==> src/rtl/wb_sequencer.sv <==
// -----------------------------------------------------------------------------
// wb_sequencer
//
// Write-back sequencer for the single register-file write port (AD3/WE3/WD3).
// Single-cycle ALU results always win the port. Long-latency results (loads,
// mul/div) arrive over a valid/ready handshake. They are buffered in a small
// FIFO and drained whenever the ALU leaves the port free. A per-register
// pending mask tells the hazard unit which writes are still in flight.
//
// Ordering rule: an ALU result is younger than every buffered or concurrently
// offered long-latency result. An ALU write to xN therefore kills (marks dead)
// every queued entry for xN. It also discards a same-cycle long-latency result
// for xN.
//
// Optional feature (macro WB_BYPASS_EN):
//   When defined, a long-latency result skips the FIFO and goes straight to the
//   write port if all of the following hold:
//     - the FIFO is empty,
//     - no ALU write is selected,
//     - the result's rd is non-zero.
//   This gives a latency of 1. When undefined, every long-latency result goes
//   through the FIFO.
//
// Parameters:
//   DEPTH      FIFO entries for long-latency results (power of two, >= 2)
//
// Ports:
//   clk        clock; all state updates on posedge
//   rst        synchronous active-high reset
//   alu_valid  ALU result present this cycle (never stalled)
//   alu_rd     ALU destination register
//   alu_data   ALU result
//   lu_valid   long-latency result offered
//   lu_ready   sequencer can accept a long-latency result
//   lu_rd      long-latency destination register
//   lu_data    long-latency result
//   AD3        register-file write address (registered)
//   WE3        register-file write enable (registered)
//   WD3        register-file write data (registered)
//   pending    bit r set = a write to xr is still in flight; bit 0 always 0
// -----------------------------------------------------------------------------
module wb_sequencer #(
   parameter int DEPTH = 4
) (
   input  logic        clk,
   input  logic        rst,
   input  logic        alu_valid,
   input  logic [4:0]  alu_rd,
   input  logic [31:0] alu_data,
   input  logic        lu_valid,
   output logic        lu_ready,
   input  logic [4:0]  lu_rd,
   input  logic [31:0] lu_data,
   output logic [4:0]  AD3,
   output logic        WE3,
   output logic [31:0] WD3,
   output logic [31:0] pending
);

   localparam int          AW      = $clog2(DEPTH);
   localparam logic [AW:0] DEPTH_C = (AW + 1)'(DEPTH);

   // FIFO storage: one live flag, destination and data per entry
   logic [DEPTH-1:0] r_live;
   logic [4:0]       r_rd   [DEPTH];
   logic [31:0]      r_data [DEPTH];
   logic [AW-1:0]    r_wptr;
   logic [AW-1:0]    r_rptr;
   logic [AW:0]      r_count;   // includes dead entries still occupying slots

   // Registered write port
   logic [4:0]       r_ad3;
   logic             r_we3;
   logic [31:0]      r_wd3;

   // Per-cycle decisions
   logic             w_alu_sel;
   logic             w_accept;
   logic             w_lu_killed;
   logic             w_fifo_empty;
   logic             w_pop;
   logic             w_bypass;
   logic             w_push;
   logic             w_head_live;
   logic [4:0]       w_head_rd;
   logic [31:0]      w_head_data;
   logic [31:0]      w_entry_dec [DEPTH];
   logic [31:0]      w_pending;

   // Ready depends only on current state (and reset), never on a same-cycle pop
   assign lu_ready     = !rst && (r_count < DEPTH_C);

   assign w_alu_sel    = alu_valid && (alu_rd != 5'd0);
   assign w_accept     = lu_valid && lu_ready;
   // A concurrently offered result for the same register is older than the ALU
   // write, so it is accepted and then dropped.
   assign w_lu_killed  = w_alu_sel && (lu_rd == alu_rd);
   assign w_fifo_empty = (r_count == '0);
   assign w_pop        = !w_alu_sel && !w_fifo_empty;

`ifdef WB_BYPASS_EN
   assign w_bypass     = w_accept && (lu_rd != 5'd0) && w_fifo_empty && !w_alu_sel;
`else
   assign w_bypass     = 1'b0;
`endif

   // Results for x0 and killed results are accepted but never stored
   assign w_push       = w_accept && (lu_rd != 5'd0) && !w_lu_killed && !w_bypass;

   assign w_head_live  = r_live[r_rptr];
   assign w_head_rd    = r_rd[r_rptr];
   assign w_head_data  = r_data[r_rptr];

   // -------------------------------------------------------------------------
   // FIFO state
   // -------------------------------------------------------------------------
   always_ff @(posedge clk) begin
      if (rst) begin
         r_live  <= '0;
         r_wptr  <= '0;
         r_rptr  <= '0;
         r_count <= '0;
      end else begin
         for (int i = 0; i < DEPTH; i++) begin
            // Slot being written: becomes live. A killed result is never pushed,
            // so push and kill cannot target the same slot.
            if (w_push && (r_wptr == AW'(i))) begin
               r_live[i] <= 1'b1;
               r_rd[i]   <= lu_rd;
               r_data[i] <= lu_data;
            end else if (w_pop && (r_rptr == AW'(i))) begin
               // A freed slot must not contribute to pending
               r_live[i] <= 1'b0;
            end else if (w_alu_sel && (r_rd[i] == alu_rd)) begin
               // A younger ALU write supersedes any queued write to that register
               r_live[i] <= 1'b0;
            end
         end

         if (w_push) begin
            r_wptr <= r_wptr + AW'(1);
         end
         if (w_pop) begin
            r_rptr <= r_rptr + AW'(1);
         end

         case ({w_push, w_pop})
            2'b10:   r_count <= r_count + (AW + 1)'(1);
            2'b01:   r_count <= r_count - (AW + 1)'(1);
            default: r_count <= r_count;
         endcase
      end
   end

   // -------------------------------------------------------------------------
   // Write-port selection: ALU first, then FIFO head, then optional bypass
   // -------------------------------------------------------------------------
   always_ff @(posedge clk) begin
      if (rst) begin
         r_ad3 <= '0;
         r_we3 <= 1'b0;
         r_wd3 <= '0;
      end else if (w_alu_sel) begin
         r_ad3 <= alu_rd;
         r_we3 <= 1'b1;
         r_wd3 <= alu_data;
      end else if (w_pop) begin
         // A dead head still consumes the port slot but performs no write
         r_ad3 <= w_head_rd;
         r_we3 <= w_head_live;
         r_wd3 <= w_head_data;
      end else if (w_bypass) begin
         r_ad3 <= lu_rd;
         r_we3 <= 1'b1;
         r_wd3 <= lu_data;
      end else begin
         r_we3 <= 1'b0;
      end
   end

   assign AD3 = r_ad3;
   assign WE3 = r_we3;
   assign WD3 = r_wd3;

   // -------------------------------------------------------------------------
   // Pending mask: built from registered state only
   // -------------------------------------------------------------------------
   generate
      for (genvar gi = 0; gi < DEPTH; gi++) begin : g_entry_dec
         assign w_entry_dec[gi] = r_live[gi] ? (32'd1 << r_rd[gi]) : 32'd0;
      end
   endgenerate

   always_comb begin
      w_pending = '0;
      if (r_we3) begin
         w_pending = 32'd1 << r_ad3;
      end
      for (int i = 0; i < DEPTH; i++) begin
         w_pending = w_pending | w_entry_dec[i];
      end
      w_pending[0] = 1'b0;
   end

   assign pending = w_pending;

endmodule

==> config.mk <==
export PLATFORM = sky130hd
export DESIGN_NAME = wb_sequencer
export DESIGN_NICKNAME = d
export VERILOG_FILES = /design/src/rtl/wb_sequencer.sv
export SDC_FILE = /design/constraint.sdc
export NUM_CORES = 1
export LEC_CHECK = 0
export CORE_AREA = 2 2 161 163
export DETAILED_ROUTE_END_ITERATION = 7
export DIE_AREA = 0 0 163 165
export HOLD_SLACK_MARGIN = 0.06
export PLACE_DENSITY_LB_ADDON = 0.1
export REMOVE_ABC_BUFFERS = 1
export SLEW_MARGIN = 20
export SYNTH_ARGS = -nofsm -noshare
export SYNTH_HDL_FRONTEND = slang
export SYNTH_SLANG_ARGS = --single-unit
==> constraint.sdc <==
create_clock -name clk -period 3.5 [get_ports clk]
set_input_delay 1.05 -clock clk [delete_from_list [all_inputs] [get_ports clk]]
set_output_delay 1.05 -clock clk [all_outputs]
set_load 0.05 [all_outputs]
# Word level (Yosys, flattened, before mapping)
# Memory sizes are Yosys's and may differ from the RTL's. A register that Yosys moved wholly into a read port is not among the register bits.
# Cells that the tools add are included.
# totals
register_bits,49
ramBits,148
out_inout_bits,71
mem_count,2
# mem_list
name,depth,word_bits,read_ports,rd_ports_with_merged_regs,wr,line,text
r_data,4,32,1,1,1,66,logic [31:0] r_data [DEPTH];
r_rd,4,5,5,1,1,65,logic [4:0] r_rd [DEPTH];
# op_classes
n_addsub,4
n_lt_le_gt_ge,2
n_eq_ne,13
n_shift,5
mux,60
bitwise,4
reduce_logical,40
# ops
operator,n
32-bit two-way mux,10
"1-bit by 5-bit left shift with 32-bit output, first input constant",5
32-bit OR,4
32-bit OR reduction,3
1-bit two-way mux,33
5-bit equality test,5
5-bit two-way mux,5
2-bit two-way mux,10
1-bit logical AND,19
5-bit OR reduction,3
3-bit nonzero test,4
"2-bit equality test, second input constant",5
5-bit nonzero test,2
"2-bit by 1-bit equality test with 1-bit output, second input constant",3
3-bit case mux with 2 select lines,1
"2-bit by 1-bit adder with 2-bit output, second input constant",2
1-bit logical NOT,4
2-bit logical NOT,2
2-bit nonzero test,2
"3-bit by 1-bit adder with 3-bit output, second input constant",1
3-bit logical NOT,1
"2-bit by 3-bit less-than comparator with 1-bit output, second input constant",1
"3-bit less-than comparator, second input constant",1
"3-bit by 1-bit subtractor with 3-bit output, second input constant",1
1-bit binary-select mux with 2-bit select,1

# Longest topological paths before layout
# depth
depth_word,13
mapped_depth,12

# Least setup slack after synthesis
# No wires, ideal clock.
# synth_timing
path_kind,input-to-reg
startpoint,input port rst
endpoint,memory r_data[0][0] (enable)
setup_ns,0.398
t_arrival_ns,3.247
slack_ns,-0.144
cell_stages,4
cell_sequence,nor2_1 > o211ai_1 > a31oi_4 > and2_1
# synth_between
elab_chain_cells,13
word_cells_on_any_way,30
classes_between,mux: 18; reduce/logical: 12
# synth_lines
element,line,text
"start, declared",46,"input logic rst,"
1-bit logical NOT,91,assign lu_ready = !rst && (r_count < DEPTH_C);
1-bit logical AND,91,
1-bit logical AND,94,assign w_accept = lu_valid && lu_ready;
1-bit logical AND (2 in series),108,assign w_push = w_accept && (lu_rd != 5'd0) && !w_lu_killed && !w_bypass;
1-bit logical AND,127,if (w_push && (r_wptr == AW'(i))) begin
1-bit two-way mux,127,
1-bit two-way mux,118,if (rst) begin
1-bit two-way mux (not written as such),130,r_data[i] <= lu_data;
32-bit OR reduction (no source line),--,
2-bit two-way mux (no source line) / 1-bit two-way mux (equally long branches) (3 in series),--,
"end, declared",66,
# Several ways; a longest one is shown, not always the timed one.

==> metrics.yaml <==
drt_iter0_drc: 434
post_cts_buffers: 0
fmaxAchievable_mhz: 300
whs_ps: 523
start_kind: "flop"
routedWlPerCell_um: 23.7
async_reset_ff_share_pct: 0
synth.avg_cell_area_um2: 12.4
place_area_um2: 11500
synth_edf_count: 148
root_buffer: "clkbuf_16"
worstSetupPathType: "reg -> out"
first_pass_iters: 5
hold_viol: 0
final_cell_mix: "148 x edfxtp_1, 114 x clkdlybuf4s50_1, 75 x nor2_1"
cts_tree: "yes"
synth_top_area_share_pct: 47.4
netlist_area_um2: 9370
r2r_cells: 10
grt_pass1_wl_mm: 45.0
hp-class: "reg -> reg"
core_um2: 25000
status: "complete, no violations"
p_sw_share_pct: 34.6
finalCritPeriodShare_pct: 95.2
dieArea_um2: 26900
cts_buffers: 17
drtAntennaViolNets: 0
ctsHoldBuffers: 0
grt_max_degree: 52
synthFlopType: "edfxtp_1"
finalWirelength_mm: 29.8
finalInstanceArea_um2: 12000
ys_warn_count: 0
mostFrequentLayoutCell: "edfxtp_1"
via_per_inst: 5.62
leakage_nw: 3.99
dieWidth_um: 163
drive_above_1_share_pct: 18.2
cp_max_fo: 5
fin_worst_skew_ps: 13.0
cts_sinks: 199
worstPathRequired_ps: 2450
areaGrowthSynthToFinish_pct: 28.4
worstPathArrival_ps: 2280
hold_path_depth: 1
rsz0062_at_grt: "false"
place_ws_ps: -278
maxSlewViolCount: 0
nets: 999
vias: 7053
p_total_mw: 7.12
period_needed_ps: 3330
htree_levels: 4
end_kind: "primary output"
drc_errors: 0
synth_seq_cells: 199
boundaryPins: 149
p_per_area_nw_per_um2: 591
cts_buffer_depth: 2
power_frac_seq_pct: 43.2
gp_congestion: 0.883
syn_inst: 759
dp_hpwl_mm: 20.7
synth.distinct_cells: 51
setup_violations: 0
cap_violations: 0
grt_pass1_vias: 7444
antenna_cells: 0
clkLatencyLatePin_ps: 430
p_comb_share_pct: 29.6
antenna_found_initial: 0
clock_power_share_pct: 27.2
grt.total_usage_pct: 22.7
worst_pin_slew_ps: 1100
initial_core_util_pct: 37.4
power.switching_mw: 2.46
clkTransAtPathRegs_ps: 80
portBuffers: 147
slew_headroom_pct: 27.0
die_h_um: 165
p_int_mw: 4.65
yosysSeqAreaShare_pct: 58.3
synth_area_leaders: "edfxtp_1 47%, dfxtp_1 11%, mux4_2 9.1%"
ctsResizeCount: 0
row_count: 58
tns_ps: 0
fin_ws_ps: 167
grt_overflow: 0
synth_top_area_cell: "edfxtp_1"
ir_drop_v: 0.000369
## path summary, 6_finish.rpt
path | end | from | slack [ps]
setup / recovery | pending[2] | r_rd[2][2]$_DFFE_PP_ | 170
hold / removal | r_wptr[0]$_SDFFE_PP0P_ | r_wptr[0]$_SDFFE_PP0P_ | 520
setup reg to reg | r_count[2]$_SDFFE_PP0P_ | r_count[2]$_SDFFE_PP0P_ | 1440
hold reg to reg | r_wptr[0]$_SDFFE_PP0P_ | r_wptr[0]$_SDFFE_PP0P_ | 520
## cells in the mapped netlist, drive strengths merged (9+ instances only)
library cell  number
buf               15
o22ai             15
ha                 9
nand3b            19
o221ai            13
mux4              38
xor2              19
a22oi             26
a211oi            35
dfxtp             51
clkbuf            46
edfxtp           148
nand3             31
nor2              75
nor3b             16
nand2             59
a21oi             46
nor3              14
## per-layer routing
| metal | vias up | GRT usage [%] | wire [um] |
|---|---|---|---|
| li1 | 3196 | - | - |
| met1 | 3557 | 28.2 | 12400 |
| met2 | 257 | 40.1 | 15200 |
| met3 | 43 | 3.42 | 1430 |
| met4 | 0 | 8.29 | 825 |
| met5 | - | 0 | 0 |
## power groups by stage
stage	logic, mW	registers, mW	clock network, mW
floorplan	0.987	3.35	0
global placement	2.11	3.12	0
detailed placement	2.13	3.13	0
CTS	2.14	3.08	1.97
global route	2.26	3.12	2.07
finish	2.11	3.07	1.93
## cell type report
type                    count  area, um2
fillers                  2269      13000
flip-flops and latches    199       5470
multi-input cells         491       3640
repair buffers            194       1900
clock buffers              20        447
well taps                 330        413
clock inverters            12        130
inverters                   8       30.0
## flip-flops by register name (all words and copies together), names as in the netlist, named ones only
name and flops:
AD3 5, WD3 32, WE3 1, r_count 3, r_data 128, r_live 4
r_rd 20, r_rptr 2, r_wptr 2
## worst max-delay path, cell delays in order (launching register included)
cell	delay (ps)
edfxtp_1	520
nor3b_1	650
a22oi_1	270
nand3_1	240
buf_12	160
## cells by family (layout without fill, tap and decap cells)
kind of cell | after synthesis | after routing | share of synthesized area [%]
buffers and inverters | 69 | 234 | 3.10
AOI/OAI and AO/OA | 155 | 155 | 11.3
and+or+nand+nor | 256 | 256 | 13.7
xor gates and xnor gates | 27 | 27 | 2.52
other | 1 | 1 | 0.0400
DFF | 199 | 199 | 58.3
muxes | 42 | 42 | 9.61
adders and majority gates | 10 | 10 | 1.41
## per-stage QoR
stage	cells	utilization, %
floorplan	698	-
global placement	1222	45.8
detailed placement	1222	45.8
CTS	1254	48.1
global route	1254	48.1
finish	1254	48.1
Power figures use the tool's default switching activity.
